==> src/rtl/link_frame_scheduler_if.sv <==
// Link-side bundle of the frame scheduler: requester handshake, payload bus and serial pins.
// The master modport is the scheduler's side; the slave modport is the requester/pin side.
interface link_frame_scheduler_if #(
  parameter int NREQ    = 2,
  parameter int FRAME_W = 49
);
   logic [NREQ-1:0]         REQ;
   logic [NREQ*FRAME_W-1:0] REQ_DATA;
   logic [NREQ-1:0]         GNT;
   logic                    S_OUT;
   logic                    SYNC;
   logic                    BUSY;
   logic                    FRAME_DONE;

   modport master (
      input  REQ, REQ_DATA,
      output GNT, S_OUT, SYNC, BUSY, FRAME_DONE
   );

   modport slave (
      output REQ, REQ_DATA,
      input  GNT, S_OUT, SYNC, BUSY, FRAME_DONE
   );
endinterface

==> src/rtl/link_frame_scheduler.sv <==
// Round-robin frame arbiter and MSB-first serialiser for the board-to-board link; SYNC marks the last bit.
// Optional build macro IDLE_FRAME_EN: send all-zero keep-alive frames whenever no requester is pending.
module link_frame_scheduler #(
   parameter int NREQ    = 2,
   parameter int FRAME_W = 49,
   parameter int CNT_W   = 6
) (
   input  logic                  LINK_CLK,
   input  logic                  RESETN,
   link_frame_scheduler_if.master lnk
);
   localparam int PTR_W = (NREQ > 1) ? $clog2(NREQ) : 1;
   localparam logic [CNT_W-1:0] LAST_CNT = CNT_W'(FRAME_W - 1);

   typedef enum logic {IDLE, SHIFT} state_t;

   state_t             state;
   logic [CNT_W-1:0]   cnt;
   logic [PTR_W-1:0]   ptr;
   logic [NREQ-1:0]    gnt;
   logic               frame_done;
   logic [FRAME_W-1:0] sh;

   logic [PTR_W-1:0]   win_idx;
   logic [PTR_W-1:0]   ptr_nxt;
   logic [NREQ-1:0]    win_oh;
   logic [FRAME_W-1:0] win_data;
   logic               any_req;
   logic               last_bit;
   logic               start_frame;
   logic               load_req;
   logic               load_null;
   int                 off;
   int                 best_off;

   // Winner is the requester with the smallest rotating distance from ptr.
   always_comb begin
      win_idx  = '0;
      off      = 0;
      best_off = NREQ;
      for (int j = 0; j < NREQ; j++) begin
         if (lnk.REQ[j]) begin
            off = j - int'(ptr);
            if (off < 0) off = off + NREQ;
            if (off < best_off) begin
               best_off = off;
               win_idx  = PTR_W'(j);
            end
         end
      end
   end

   always_comb begin
      win_oh   = '0;
      win_data = '0;
      for (int j = 0; j < NREQ; j++) begin
         if (PTR_W'(j) == win_idx) begin
            win_oh[j] = any_req;
            win_data  = lnk.REQ_DATA[j*FRAME_W +: FRAME_W];
         end
      end
   end

   assign any_req     = |lnk.REQ;
   assign ptr_nxt     = (win_idx == PTR_W'(NREQ - 1)) ? '0 : win_idx + 1'b1;
   assign last_bit    = (state == SHIFT) && (cnt == LAST_CNT);
   assign start_frame = (state == IDLE) || last_bit;
   assign load_req    = start_frame && any_req;
`ifdef IDLE_FRAME_EN
   assign load_null   = start_frame && !any_req;
`else
   assign load_null   = 1'b0;
`endif

   always_ff @(posedge LINK_CLK or negedge RESETN) begin
      if (!RESETN) begin
         state      <= IDLE;
         cnt        <= '0;
         ptr        <= '0;
         gnt        <= '0;
         frame_done <= 1'b0;
      end else begin
         gnt        <= '0;
         frame_done <= last_bit;
         if (state == SHIFT) cnt <= cnt + 1'b1;
         if (load_req) begin
            gnt   <= win_oh;
            ptr   <= ptr_nxt;
            cnt   <= '0;
            state <= SHIFT;
         end else if (load_null) begin
            cnt   <= '0;
            state <= SHIFT;
         end else if (last_bit) begin
            cnt   <= '0;
            state <= IDLE;
         end
      end
   end

   // Payload register carries no reset: it is only observed while state is SHIFT.
   always_ff @(posedge LINK_CLK) begin
      if (load_req)
         sh <= win_data;
      else if (load_null)
         sh <= '0;
      else if (state == SHIFT)
         sh <= {sh[FRAME_W-2:0], 1'b0};
   end

   assign lnk.GNT        = gnt;
   assign lnk.FRAME_DONE = frame_done;
   assign lnk.BUSY       = (state == SHIFT);
   assign lnk.S_OUT      = (state == SHIFT) && sh[FRAME_W-1];
   assign lnk.SYNC       = last_bit;
endmodule

==> src/flat_wrapper.sv <==
// flat-port wrapper written by rule: the top's interface ports become plain ports
module link_frame_scheduler_flat 
#(
   parameter int NREQ    = 2,
   parameter int FRAME_W = 49,
   parameter int CNT_W   = 6
)
  (LINK_CLK, RESETN, lnk_REQ, lnk_REQ_DATA, lnk_GNT, lnk_S_OUT, lnk_SYNC, lnk_BUSY, lnk_FRAME_DONE);
  link_frame_scheduler_if #(.NREQ(NREQ), .FRAME_W(FRAME_W)) lnk_i ();
  input  logic LINK_CLK;
  input  logic RESETN;
  input wire logic [$bits(lnk_i.REQ)-1:0] lnk_REQ;
  input wire logic [$bits(lnk_i.REQ_DATA)-1:0] lnk_REQ_DATA;
  output wire logic [$bits(lnk_i.GNT)-1:0] lnk_GNT;
  output wire logic [$bits(lnk_i.S_OUT)-1:0] lnk_S_OUT;
  output wire logic [$bits(lnk_i.SYNC)-1:0] lnk_SYNC;
  output wire logic [$bits(lnk_i.BUSY)-1:0] lnk_BUSY;
  output wire logic [$bits(lnk_i.FRAME_DONE)-1:0] lnk_FRAME_DONE;
  assign lnk_i.REQ = lnk_REQ;
  assign lnk_i.REQ_DATA = lnk_REQ_DATA;
  assign lnk_GNT = lnk_i.GNT;
  assign lnk_S_OUT = lnk_i.S_OUT;
  assign lnk_SYNC = lnk_i.SYNC;
  assign lnk_BUSY = lnk_i.BUSY;
  assign lnk_FRAME_DONE = lnk_i.FRAME_DONE;
  link_frame_scheduler #(.NREQ(NREQ), .FRAME_W(FRAME_W), .CNT_W(CNT_W)) u_core (.LINK_CLK(LINK_CLK), .RESETN(RESETN), .lnk(lnk_i));
endmodule
==> config.mk <==
export PLATFORM = sky130hd
export DESIGN_NAME = link_frame_scheduler_flat
export DESIGN_NICKNAME = d
export VERILOG_FILES = /design/src/rtl/link_frame_scheduler_if.sv /design/src/rtl/link_frame_scheduler.sv /design/src/flat_wrapper.sv
export SDC_FILE = /design/constraint.sdc
export NUM_CORES = 1
export LEC_CHECK = 0
export ABC_AREA = 0
export CAP_MARGIN = 20
export CORE_MARGIN = 3
export CORE_UTILIZATION = 45
export DETAILED_ROUTE_END_ITERATION = 8
export PLACE_DENSITY = 0.78
export SLEW_MARGIN = 10
export SYNTH_ARGS = -nofsm -noshare
export SYNTH_HDL_FRONTEND = slang
export SYNTH_SLANG_ARGS = --single-unit
==> constraint.sdc <==
create_clock -name LINK_CLK -period 2.6 [get_ports LINK_CLK]
set_input_delay 0.65 -clock LINK_CLK [delete_from_list [all_inputs] [get_ports LINK_CLK]]
set_output_delay 0.65 -clock LINK_CLK [all_outputs]
set_load 0.03 [all_outputs]
==> results.json, run 1 <==
{
  "finalSetupTns_ns": 0,
  "drc_errors": 0,
  "cts_sinks": 60,
  "holdWs_ns": 0.529,
  "drtAntennaViolNets": 0,
  "ctsHtreeMaxLevel": 3,
  "syn_avg_cell_area_um2": 13.0,
  "dr_total_vias": 2506,
  "clk_pin_slew_ns": 0.07,
  "area_growth_pct": 47.6,
  "wl_per_cell_um": 17.8,
  "hold_viol": 0,
  "clock_latency_ns": 0.34,
  "synth_fp_nets": 338,
  "dieArea_um2": 7760,
  "synth_top_area_share_pct": 48.5,
  "fin_crit_ns": 2.44,
  "path_class": "flop to output pin",
  "cts_buffers": 9,
  "max_clock_freq_ghz": 0.409,
  "slowest_delay_ns": 0.42,
  "io_pins": 108,
  "start_util_pct": 47.2,
  "cp-start-kind": "flop",
  "rsz0062_at_grt": "no",
  "die_h_um": 88.1,
  "hpwl_mm": 5.13,
  "synth_area_leader_cell": "edfxtp_1",
  "io_buffers": 107,
  "diodes": 0,
  "clk_path_buf_depth": 2,
  "finalSetupViolations": 0,
  "cp_data_required_time_ns": 1.95,
  "ys_top_cells_by_count": "a32oi_1, edfxtp_1, o2bb2ai_1, clkbuf_1, dfrtp_1",
  "die_x_um": 88.1,
  "power.density_nw_per_um2": 512,
  "grt_overflow_total": 0,
  "worstPathMaxFanout": 5,
  "synthCells": 234,
  "hold_buffers": 0,
  "rows": 29,
  "routed_via_density": 6.00,
  "synth_edf_count": 49,
  "cts_tree": "done",
  "gp_congestion": 0.828,
  "synth_ff_type": "edfxtp_1",
  "antenna_found_initial": 0,
  "finalCritPeriodShare_pct": 94.0,
  "grt_usage_pct": 19.2,
  "core-area_um2": 6420,
  "drtPass1Iterations": 5,
  "first_global_vias": 2316,
  "hp-class": "flop to flop",
  "synth_seq_cells": 60,
  "maxCapViolCount": 0,
  "cts_setup_buffers": 0,
  "crit_slowest_cell": "dfrtp_1",
  "root_buffer": "clkbuf_8",
  "synth_cell_types": 33,
  "grt_max_degree": 50,
  "slew_headroom_pct": 53.1,
  "cts_resized": 1,
  "nets": 440,
  "crit_path_end_kind": "output pin",
  "vdd_drop_max_uv": 408,
  "ys_seq_area_share_pct": 57.6,
  "outcome": "complete, no violations",
  "crit_chain": "inv_1 > ha_1 > and3_1 > and3_1 > dlygate4sd2_1",
  "path_common_cell": "and3_1",
  "grt_pass1_wl_mm": 11.4,
  "leakage_nw": 1.62,
  "drive_above_1_share_pct": 11.1,
  "crit_arrival_ns": 1.79,
  "tightest_slew_ns": 0.697,
  "synth_warnings": 0,
  "routed_wl_mm": 7.44,
  "syn_area_um2": 3030,
  "drt_iter0_drc": 173,
  "final.setup_skew_ns": 0.0165,
  "drv_slew": 0,
  "synth_async_sr_flop_share_pct": 18.3,
  "synth_area_leaders": "edfxtp_1, a32oi_1, o2bb2ai_1"
}
[worst max-delay path, delay by kind of cell (launching register included)]
kind / cells / cell delay, ns
buf+inv: 2 / 0.48
flops: 1 / 0.42
simple gates: 2 / 0.40
fa+ha+maj: 1 / 0.17
[cells in the final DEF (no fill, tap or decap), drive strengths merged, types with 4 or more instances in the layout]
cell	Yosys	final
nand2	5	5
dfrtp	11	11
clkbuf	22	9
o2bb2ai	48	48
a32oi	49	49
edfxtp	49	49
clkdlybuf4s50	0	105
o21ai	4	4
inv	5	6
buf	8	15
[kinds of logic (layout without fill, tap and decap cells)]
logic type	Yosys count	after routing	share of synthesized area, %
and+or+nand+nor	21	21	3.80
buffers and inverters	35	142	5.03
adders and majority gates	2	2	0.825
xor gates and xnor gates	2	2	0.578
muxes	1	1	0.330
AOI/OAI and AO/OA	113	113	31.8
DFF	60	60	57.6
[metrics by stage]
step                instance area, um2  worst slack (ns)  cells  power (mW)  util (%)
detailed placement                4230             0.218    402        1.28      65.8
floorplan                         3030             0.204    234        1.10         -
finish                            4480             0.157    418        2.29      69.7
global route                      4480            0.0418    418        2.36      69.7
global placement                  4230             0.260    402        1.28      65.8
CTS                               4480             0.132    418        2.31      69.7
[final cells by class]
class                      instances  area [um2]
fill                             474        1950
inverter                           5        18.8
clock buffer                       9         124
timing repair buffer             121        1210
clock inverter                     7         124
multi-input combinational        139        1160
sequential                        60        1750
tap                               77        96.3
[worst paths after layout]
path                                     from             to  slack (ns)  cells past startpoint
worst min register to register   u_core.sh[1]   u_core.sh[2]        0.53                      1
max in group asynchronous              RESETN  u_core.cnt[1]        1.61                      1
worst max register to register  u_core.cnt[0]  u_core.sh[23]        0.73                      6
worst min-delay path             u_core.sh[1]   u_core.sh[2]        0.53                      1
worst max-delay path            u_core.cnt[0]       lnk_SYNC        0.16                      5
min in group asynchronous              RESETN     u_core.ptr        0.65                      1
[flip-flops by register name, summed over array words and instances, names as in the netlist]
signal,cells
u_core.lnk.FRAME_DONE,1
u_core.ptr,1
u_core.lnk.BUSY,1
u_core.lnk.GNT,2
u_core.cnt,6
u_core.sh,49
[metal layers]
layer | up-vias | part of all wire [%] | GRT usage (%)
met1 | 1207 | 45 | 26.4
li1 | 1216 | - | -
met4 | 0 | 1.5 | 7.69
met5 | - | 0 | 0
met2 | 75 | 49 | 29.7
met3 | 8 | 5.3 | 4.05
[report_power, final]
part / total [mW] / internal, mW / switching [mW]
combinational: 0.236 / 0.164 / 0.0718
clock: 1.03 / 0.643 / 0.388
sequential: 1.03 / 1.03 / 0
total: 2.29 / 1.83 / 0.460
(Power assumes the default switching activity.)
==> inputs of run 2 (changes only) <==
CTS_CLUSTER_SIZE = 25   (was not set)
==> results of run 2 <==
The final DEF is identical to that of run 1; final timing and power are the same.
